$ cat config.mk
export PLATFORM = sky130hd
export DESIGN_NAME = xm23_alu_flat
export DESIGN_NICKNAME = d
export VERILOG_FILES = /design/src/rtl/xm23_alu_if.sv /design/src/rtl/xm23_alu.sv /design/src/flat_wrapper.sv
export SDC_FILE = /design/constraint.sdc
export NUM_CORES = 1
export LEC_CHECK = 0
export CAP_MARGIN = 20
export CORE_MARGIN = 2
export CORE_UTILIZATION = 59
export CTS_CLUSTER_SIZE = 24
export DETAILED_ROUTE_END_ITERATION = 16
export PLACE_DENSITY = 0.87
export SYNTH_ARGS = -nofsm -noshare
export SYNTH_HDL_FRONTEND = slang
export SYNTH_SLANG_ARGS = --single-unit
export TNS_END_PERCENT = 30
$ cat constraint.sdc
create_clock -name Clock -period 1.85 [get_ports Clock]
set_input_delay 0.37 -clock Clock [delete_from_list [all_inputs] [get_ports Clock]]
set_output_delay 0.37 -clock Clock [all_outputs]
set_load 0.01 [all_outputs]
$ cat src/rtl/xm23_alu_if.sv
// xm23_alu_if: operand/result bundle between the XM23 control path and the ALU.
//   alu_E      - latch a new operation on this clock edge
//   alu_op     - [5] byte mode, [4:0] operation code
//   s_bus      - source operand
//   d_bus      - destination operand
//   PSW_in     - current PSW (C=0, Z=1, N=2, SLP=3, V=4)
//   alu_out    - registered result
//   PSW_out    - registered PSW with updated flags
//   psw_update - one-cycle strobe: write PSW_out to the PSW
// master drives operands (control unit / testbench), slave is the ALU.
interface xm23_alu_if;
    logic        alu_E;
    logic [5:0]  alu_op;
    logic [15:0] s_bus;
    logic [15:0] d_bus;
    logic [15:0] PSW_in;
    logic [15:0] alu_out;
    logic [15:0] PSW_out;
    logic        psw_update;

    modport master (
        output alu_E, alu_op, s_bus, d_bus, PSW_in,
        input  alu_out, PSW_out, psw_update
    );

    modport slave (
        input  alu_E, alu_op, s_bus, d_bus, PSW_in,
        output alu_out, PSW_out, psw_update
    );
endinterface

$ cat src/rtl/xm23_alu.sv
// xm23_alu: registered ALU for the XM23 datapath, one cycle latency.
//   Clock   - rising-edge system clock
//   Reset_n - asynchronous active-low reset, clears all outputs
//   bus     - xm23_alu_if slave: operands/op/PSW in, result/PSW/strobe out
// Byte mode works on bits [7:0] with flags and carry taken at bit 7; the
// upper byte of the result passes d_bus through. SWPB and SXT are always word.
module xm23_alu (
    input  logic        Clock,
    input  logic        Reset_n,
    xm23_alu_if.slave   bus
);

    typedef enum logic [4:0] {
        OP_ADD  = 5'd0,  OP_ADDC = 5'd1,  OP_SUB  = 5'd2,  OP_SUBC = 5'd3,
        OP_DADD = 5'd4,  OP_CMP  = 5'd5,  OP_XOR  = 5'd6,  OP_AND  = 5'd7,
        OP_OR   = 5'd8,  OP_BIT  = 5'd9,  OP_BIC  = 5'd10, OP_BIS  = 5'd11,
        OP_MOV  = 5'd12, OP_SWAP = 5'd13, OP_SRA  = 5'd14, OP_RRC  = 5'd15,
        OP_SWPB = 5'd16, OP_SXT  = 5'd17
    } alu_op_e;

    alu_op_e     code;
    logic        byte_m;
    logic        c_in;
    logic        is_sub;
    logic        cin;
    logic [15:0] d, s, b_op;
    logic [16:0] sum_w;
    logic [8:0]  sum_b;
    logic [15:0] arith_r;
    logic        arith_c, arith_v;
    logic [5:0]  nib;
    logic        dc;
    logic [15:0] dec_r;
    logic [15:0] res_full;   // result before the byte-mode upper-byte merge
    logic [15:0] fres;       // value the Z/N flags are derived from
    logic [15:0] out_next;
    logic        new_c, new_v;
    logic        upd_flags;
    logic [15:0] psw_next;

    always_comb begin
        code     = alu_op_e'(bus.alu_op[4:0]);
        byte_m   = bus.alu_op[5] && (code != OP_SWPB) && (code != OP_SXT);
        d        = bus.d_bus;
        s        = bus.s_bus;
        c_in     = bus.PSW_in[0];

        is_sub   = (code == OP_SUB) || (code == OP_SUBC) || (code == OP_CMP);
        b_op     = is_sub ? ~s : s;
        case (code)
            OP_ADDC, OP_SUBC:  cin = c_in;
            OP_SUB,  OP_CMP:   cin = 1'b1;
            default:           cin = 1'b0;
        endcase

        sum_w    = {1'b0, d} + {1'b0, b_op} + 17'(cin);
        sum_b    = {1'b0, d[7:0]} + {1'b0, b_op[7:0]} + 9'(cin);
        if (byte_m) begin
            arith_r = {8'h00, sum_b[7:0]};
            arith_c = sum_b[8];
            arith_v = (d[7] == b_op[7]) && (sum_b[7] != d[7]);
        end else begin
            arith_r = sum_w[15:0];
            arith_c = sum_w[16];
            arith_v = (d[15] == b_op[15]) && (sum_w[15] != d[15]);
        end

        // BCD add: each nibble carries into the next; only the low two
        // nibbles participate in byte mode.
        nib   = '0;
        dc    = c_in;
        dec_r = d;
        for (int unsigned i = 0; i < 4; i++) begin
            if (!byte_m || i < 2) begin
                nib = 6'(d[4*i +: 4]) + 6'(s[4*i +: 4]) + 6'(dc);
                if (nib > 6'd9) begin
                    nib = nib + 6'd6;
                    dc  = 1'b1;
                end else begin
                    dc  = 1'b0;
                end
                dec_r[4*i +: 4] = nib[3:0];
            end
        end

        res_full  = d;
        fres      = d;
        new_c     = bus.PSW_in[0];
        new_v     = bus.PSW_in[4];
        upd_flags = 1'b1;

        case (code)
            OP_ADD, OP_ADDC, OP_SUB, OP_SUBC: begin
                res_full = arith_r;
                fres     = arith_r;
                new_c    = arith_c;
                new_v    = arith_v;
            end
            OP_CMP: begin
                fres  = arith_r;
                new_c = arith_c;
                new_v = arith_v;
            end
            OP_DADD: begin
                res_full = dec_r;
                fres     = dec_r;
                new_c    = dc;
            end
            OP_XOR: begin res_full = d ^ s;  fres = res_full; end
            OP_AND: begin res_full = d & s;  fres = res_full; end
            OP_OR:  begin res_full = d | s;  fres = res_full; end
            OP_BIT: fres = d & s;
            OP_BIC: begin res_full = d & ~s; fres = res_full; end
            OP_BIS: begin res_full = d | s;  fres = res_full; end
            OP_MOV, OP_SWAP: begin
                res_full  = s;
                upd_flags = 1'b0;
            end
            OP_SRA: begin
                res_full = byte_m ? {8'h00, d[7], d[7:1]} : {d[15], d[15:1]};
                fres     = res_full;
                new_c    = d[0];
            end
            OP_RRC: begin
                res_full = byte_m ? {8'h00, c_in, d[7:1]} : {c_in, d[15:1]};
                fres     = res_full;
                new_c    = d[0];
            end
            OP_SWPB: begin res_full = {d[7:0], d[15:8]};   fres = res_full; end
            OP_SXT:  begin res_full = {{8{d[7]}}, d[7:0]}; fres = res_full; end
            default: upd_flags = 1'b0;
        endcase

        out_next = byte_m ? {d[15:8], res_full[7:0]} : res_full;

        psw_next = bus.PSW_in;
        if (upd_flags) begin
            psw_next[0] = new_c;
            psw_next[1] = byte_m ? (fres[7:0] == 8'h00) : (fres == 16'h0000);
            psw_next[2] = byte_m ? fres[7] : fres[15];
            psw_next[4] = new_v;
        end
    end

    always_ff @(posedge Clock or negedge Reset_n) begin
        if (!Reset_n) begin
            bus.alu_out    <= '0;
            bus.PSW_out    <= '0;
            bus.psw_update <= 1'b0;
        end else if (bus.alu_E) begin
            bus.alu_out    <= out_next;
            bus.PSW_out    <= psw_next;
            bus.psw_update <= upd_flags;
        end else begin
            bus.psw_update <= 1'b0;
        end
    end

endmodule

$ cat src/flat_wrapper.sv
// flat-port wrapper written by rule: the top's interface ports become plain ports
module xm23_alu_flat 
  (Clock, Reset_n, bus_alu_E, bus_alu_op, bus_s_bus, bus_d_bus, bus_PSW_in, bus_alu_out, bus_PSW_out, bus_psw_update);
  xm23_alu_if bus_i ();
  input  logic Clock;
  input  logic Reset_n;
  input wire logic [$bits(bus_i.alu_E)-1:0] bus_alu_E;
  input wire logic [$bits(bus_i.alu_op)-1:0] bus_alu_op;
  input wire logic [$bits(bus_i.s_bus)-1:0] bus_s_bus;
  input wire logic [$bits(bus_i.d_bus)-1:0] bus_d_bus;
  input wire logic [$bits(bus_i.PSW_in)-1:0] bus_PSW_in;
  output wire logic [$bits(bus_i.alu_out)-1:0] bus_alu_out;
  output wire logic [$bits(bus_i.PSW_out)-1:0] bus_PSW_out;
  output wire logic [$bits(bus_i.psw_update)-1:0] bus_psw_update;
  assign bus_i.alu_E = bus_alu_E;
  assign bus_i.alu_op = bus_alu_op;
  assign bus_i.s_bus = bus_s_bus;
  assign bus_i.d_bus = bus_d_bus;
  assign bus_i.PSW_in = bus_PSW_in;
  assign bus_alu_out = bus_i.alu_out;
  assign bus_PSW_out = bus_i.PSW_out;
  assign bus_psw_update = bus_i.psw_update;
  xm23_alu u_core (.Clock(Clock), .Reset_n(Reset_n), .bus(bus_i));
endmodule
==> flow_summary.json, run 1 <==
{
  "syn-num-nets": 801,
  "firstError": "[ERROR DPL-0038] Utilization greater than 100%, impossible to legalize",
  "postCtsSetupBuffers": 10,
  "ys_seq_elements": 33,
  "yosys.cell_types.count": 74,
  "post-dp-hpwl_um": 22540,
  "rows": 34,
  "synthFlopType": "dfrtp_1",
  "synth_edf_count": 0,
  "die_w_um": 98.93,
  "clockBufferDepth": 2,
  "synthAdderAreaFrac": 0.1953,
  "ys_seq_area_frac": 0.1553,
  "synth-xor-area-share": 0.06731,
  "cts.sinks": 33,
  "syn_avg_cell_area_um2": 7.971,
  "clockRootBuffer": "clkbuf_8",
  "cts_resized": 102,
  "globalplace.congestion": 1.145,
  "place_area_mm2": 0.008288,
  "port_buffers": 89,
  "synth_compound_area_frac": 0.2824,
  "pin_count": 90,
  "synth-simple-area-share": 0.2088,
  "yosysWarnings": 0,
  "initial_core_util": 0.6096,
  "cts_max_level": 2,
  "ys_async_sr_fraction": 1.000,
  "cts_buffers": 5,
  "post_synth_instance_area_mm2": 0.005316,
  "status": "did not finish",
  "synth_top_family_by_area": "compound AO/OA/AOI/OAI gates",
  "lastStage": "clock tree synthesis (4_1_cts)",
  "die_y_um": 98.93,
  "cts_hold_buffers": 0,
  "synth_cells": 667,
  "synthMuxAreaShare": 0.03342
}
==> logic make-up after synthesis <==
group                    after synthesis
AND/OR/NAND/NOR                      223
AO/OA/AOI/OAI                        202
adder cells (fa/ha/maj)               77
buffers and inverters                 76
XOR/XNOR                              40
flip-flops                            33
multiplexers                          16
==> stage by stage <==
stage | std cells | utilization | setup WS (ns)
2_1_floorplan | 667 | - | -4.454
3_3_place_gp | 1086 | 0.9495 | -5.061
3_5_place_dp | 1087 | 0.9504 | -5.395
==> Yosys cell counts, types with 16 or more instances <==
master	instances	share of area
nand3_1	19	0.018
nand2_1	47	0.033
xnor2_1	26	0.043
clkbuf_1	16	0.011
nor3_1	28	0.026
nor2_1	64	0.045
o21ai_0	32	0.030
a21oi_1	31	0.029
a221oi_1	16	0.026
dfrtp_1	33	0.16
ha_1	67	0.16
inv_1	49	0.035
==> inputs of run 2 (changes only) <==
Settings changed: CORE_UTILIZATION 59 to 40, CTS_CLUSTER_SIZE 24 to not set, PLACE_DENSITY 0.87 to not set, PLACE_DENSITY_LB_ADDON set to 0.15.
==> run 2 against run 1 <==
  * The flow now finishes, with violations (setup timing)
  * Synthesized cell count stayed put
  * Area after synthesis stayed put
==> flow_summary.json, run 2 <==
{
  "startpoint_type": "primary input",
  "end_kind": "flop",
  "met3_length_um": 1636,
  "holdCritPathClass": "reg2reg",
  "setup_viol": 20,
  "yosysMostFrequentCell": "ha_1",
  "r2r_end": "u_core.bus.PSW_out[1]",
  "core_area_mm2": 0.01309,
  "grt-ovfl-total": 0,
  "synth_edf_count": 0,
  "initial_core_util": 0.4063,
  "total_power_mw": 5.107,
  "max-vdd-ir-drop_uv": 344.8,
  "drt_iter0_drc": 609,
  "violations": "setup timing",
  "first_global_vias": 7003,
  "max_cap_viol_count": 0,
  "yosysWarnings": 0,
  "synth_cells": 667,
  "drive_gt1_frac": 0.4004,
  "grt_start_max_net_pins": 49,
  "fin_util": 0.7031,
  "cts_max_level": 2,
  "synth_top_area_frac": 0.1577,
  "crit_path_top_delay_cell": "a2111o_1",
  "ys_top_cells_by_area": "ha_1, dfrtp_1, nor2_1",
  "layout_common_cells": "buf_4, clkdlybuf4s50_1, nor2_1",
  "area_growth_pct": 73.05,
  "route.detailed.drc": 0,
  "yosys.cell_types.count": 74,
  "fmax_ghz": 0.1612,
  "nNetsFinal": 1147,
  "track_usage": 0.3426,
  "drtPass1Iterations": 5,
  "die_area_mm2": 0.01423,
  "syn_avg_cell_area_um2": 7.971,
  "die_w_um": 119.3,
  "power.density_mw_per_mm2": 555.1,
  "path_clk_slew_ns": 0.05,
  "post_synth_instance_area_mm2": 0.005316,
  "skew_ns": 0,
  "grt_pass1_wl_um": 38320,
  "pwr-share-seq": 0.170,
  "path_buf_inv": 4,
  "antenna_found_initial": 0,
  "worst_slack_ns": -4.353,
  "met2WireLength_um": 12000,
  "hold_start": "u_core.bus.alu_out[12]",
  "slowest_delay_ns": 0.45,
  "yosysTopAreaCell": "ha_1",
  "clockRootBuffer": "clkbuf_16",
  "hold_violations": 0,
  "final_common_cell": "buf_4",
  "rsz0062_at_grt": "true",
  "rrSetupSlack_ns": 0.84,
  "worstSetupPathType": "in2reg",
  "multi_input_area_mm2": 0.004760,
  "clockBufferDepth": 2,
  "ys_async_sr_fraction": 1.000,
  "viasPerCell": 5.806,
  "cts_buffers": 5,
  "hold_end": "u_core.bus.alu_out[12]",
  "syn-num-nets": 801,
  "fin_crit_sh": 3.353,
  "cts_hold_buffers": 0,
  "yosys-top-cells-count": "ha_1, nor2_1, inv_1",
  "comb_power_share": 0.639,
  "crit_top_cell": "fa_2",
  "vias": 6909,
  "cts_tree": "yes",
  "antenna_left": 0,
  "power_switching_mw": 1.931,
  "worst_pin_slew_ns": 0.6537,
  "pwr-share-clk": 0.191,
  "wl_per_cell_um": 20.43,
  "swShare": 0.3780,
  "max_slew_margin": 0.5618,
  "routed_wl_um": 24310,
  "ys_seq_area_frac": 0.1553,
  "reg.largest.list": "u_core.bus.PSW_out: 16 flops, u_core.bus.alu_out: 16 flops, u_core.bus.psw_update: 1 flops",
  "crit_arrival_ns": 6.40,
  "required_ns": 2.05,
  "topRoutingLayerUsed": "met4",
  "met1_length_um": 9783,
  "r2r_start": "u_core.bus.PSW_out[1]",
  "cp_num_cells": 32,
  "diodes": 0,
  "globalplace.congestion": 1.026,
  "r2r_cells": 4,
  "insertion_delay_ns": 0.28,
  "port_buffers": 89,
  "critical-path-top-delay-family": "adder cells",
  "pin_count": 90,
  "rows": 42,
  "pre_cts_ws_ns": -5.351,
  "post-dp-hpwl_um": 19420,
  "cp_max_fo": 3,
  "period_minus_slack_ns": 6.203,
  "ff_latch_area_um2": 825.8,
  "final_cells": 1190,
  "intPower_mw": 3.177,
  "synthFlopType": "dfrtp_1",
  "status": "finished with violations",
  "dp.cells": 1163,
  "p_leak_nw": 4.220,
  "fill_cells": 1045,
  "worstHoldPathCells": 1,
  "cts.sinks": 33,
  "final_max_slew_viol_count": 0,
  "ys_seq_elements": 33,
  "die_y_um": 119.3
}
run 2: cell counts after synthesis:
Identical to the previous run, type by type.
run 2: final cells by class:
type                            count  share of cell area
Clock buffer                        7             0.01550
Clock inverter                      1            0.003264
Inverter                           50             0.02040
Multi-Input combinational cell    558              0.5173
Sequential cell                    33             0.08976
Tap cell                          176             0.02394
Timing Repair Buffer              365              0.3298
run 2: worst max-delay path by stage:
stage / from / endpoint / slack (ns)
after global routing: bus_s_bus[0] / u_core.bus.PSW_out[1] / -4.65
after floorplan: bus_PSW_in[0] / u_core.bus.PSW_out[1] / -4.45
final: bus_s_bus[0] / u_core.bus.PSW_out[1] / -4.35
after CTS: bus_s_bus[0] / u_core.bus.PSW_out[1] / -4.31
after detailed placement: bus_PSW_in[0] / u_core.bus.PSW_out[1] / -5.35
after global placement: bus_PSW_in[0] / u_core.bus.PSW_out[1] / -5.10
run 2: worst reg2reg max path: stages, from the launching register on:
cell	delay [ns]
dfrtp_1	0.40
nor2_1	0.10
a21oi_1	0.05
a31oi_1	0.28
a211oi_2	0.06
run 2: cells by family after synthesis:
| family | synth area share |
|---|---|
| mux | 0.03342 |
| simple gates | 0.2088 |
| buf+inv | 0.05743 |
| flops | 0.1553 |
| compound gates | 0.2824 |
| xor+xnor | 0.06731 |
| fa+ha+maj | 0.1953 |
run 2: per-layer routing:
metal | up-vias | track usage
li1 | 3182 | -
met1 | 3354 | 0.4298
met2 | 303 | 0.6074
met3 | 70 | 0.03927
met4 | 0 | 0.1161
met5 | - | 0
run 2: per-stage QoR:
stage	hold slack, ns	cell area [um2]	TNS [ns]
5_1_grt	0.5051	9200	-57.01
4_1_cts	0.4975	9037	-52.45
3_5_place_dp	0.4781	8451	-70.81
3_3_place_gp	0.4777	8451	-67.82
2_1_floorplan	0.07441	5485	-56.42
6_report	0.4914	9200	-52.77
run 2: timing repair:
action / CTS / global route
hold endpoints to repair: 0 / 0
pin swaps: 52 / 6
setup endpoints to repair: 20 / 20
buffers inserted: 15 / 5
gates resized for setup: 95 / 23
run 2: power by group through the flow:
stage,Combinational (mW),Sequential [mW],Clock (mW)
global route,3.50,0.879,1.02
finish,3.26,0.870,0.975
floorplan,1.33,0.913,0
detailed placement,2.80,0.882,0
global placement,2.72,0.876,0
CTS,3.10,0.870,0.984
No activity file was read; power rests on OpenSTA's default activity.
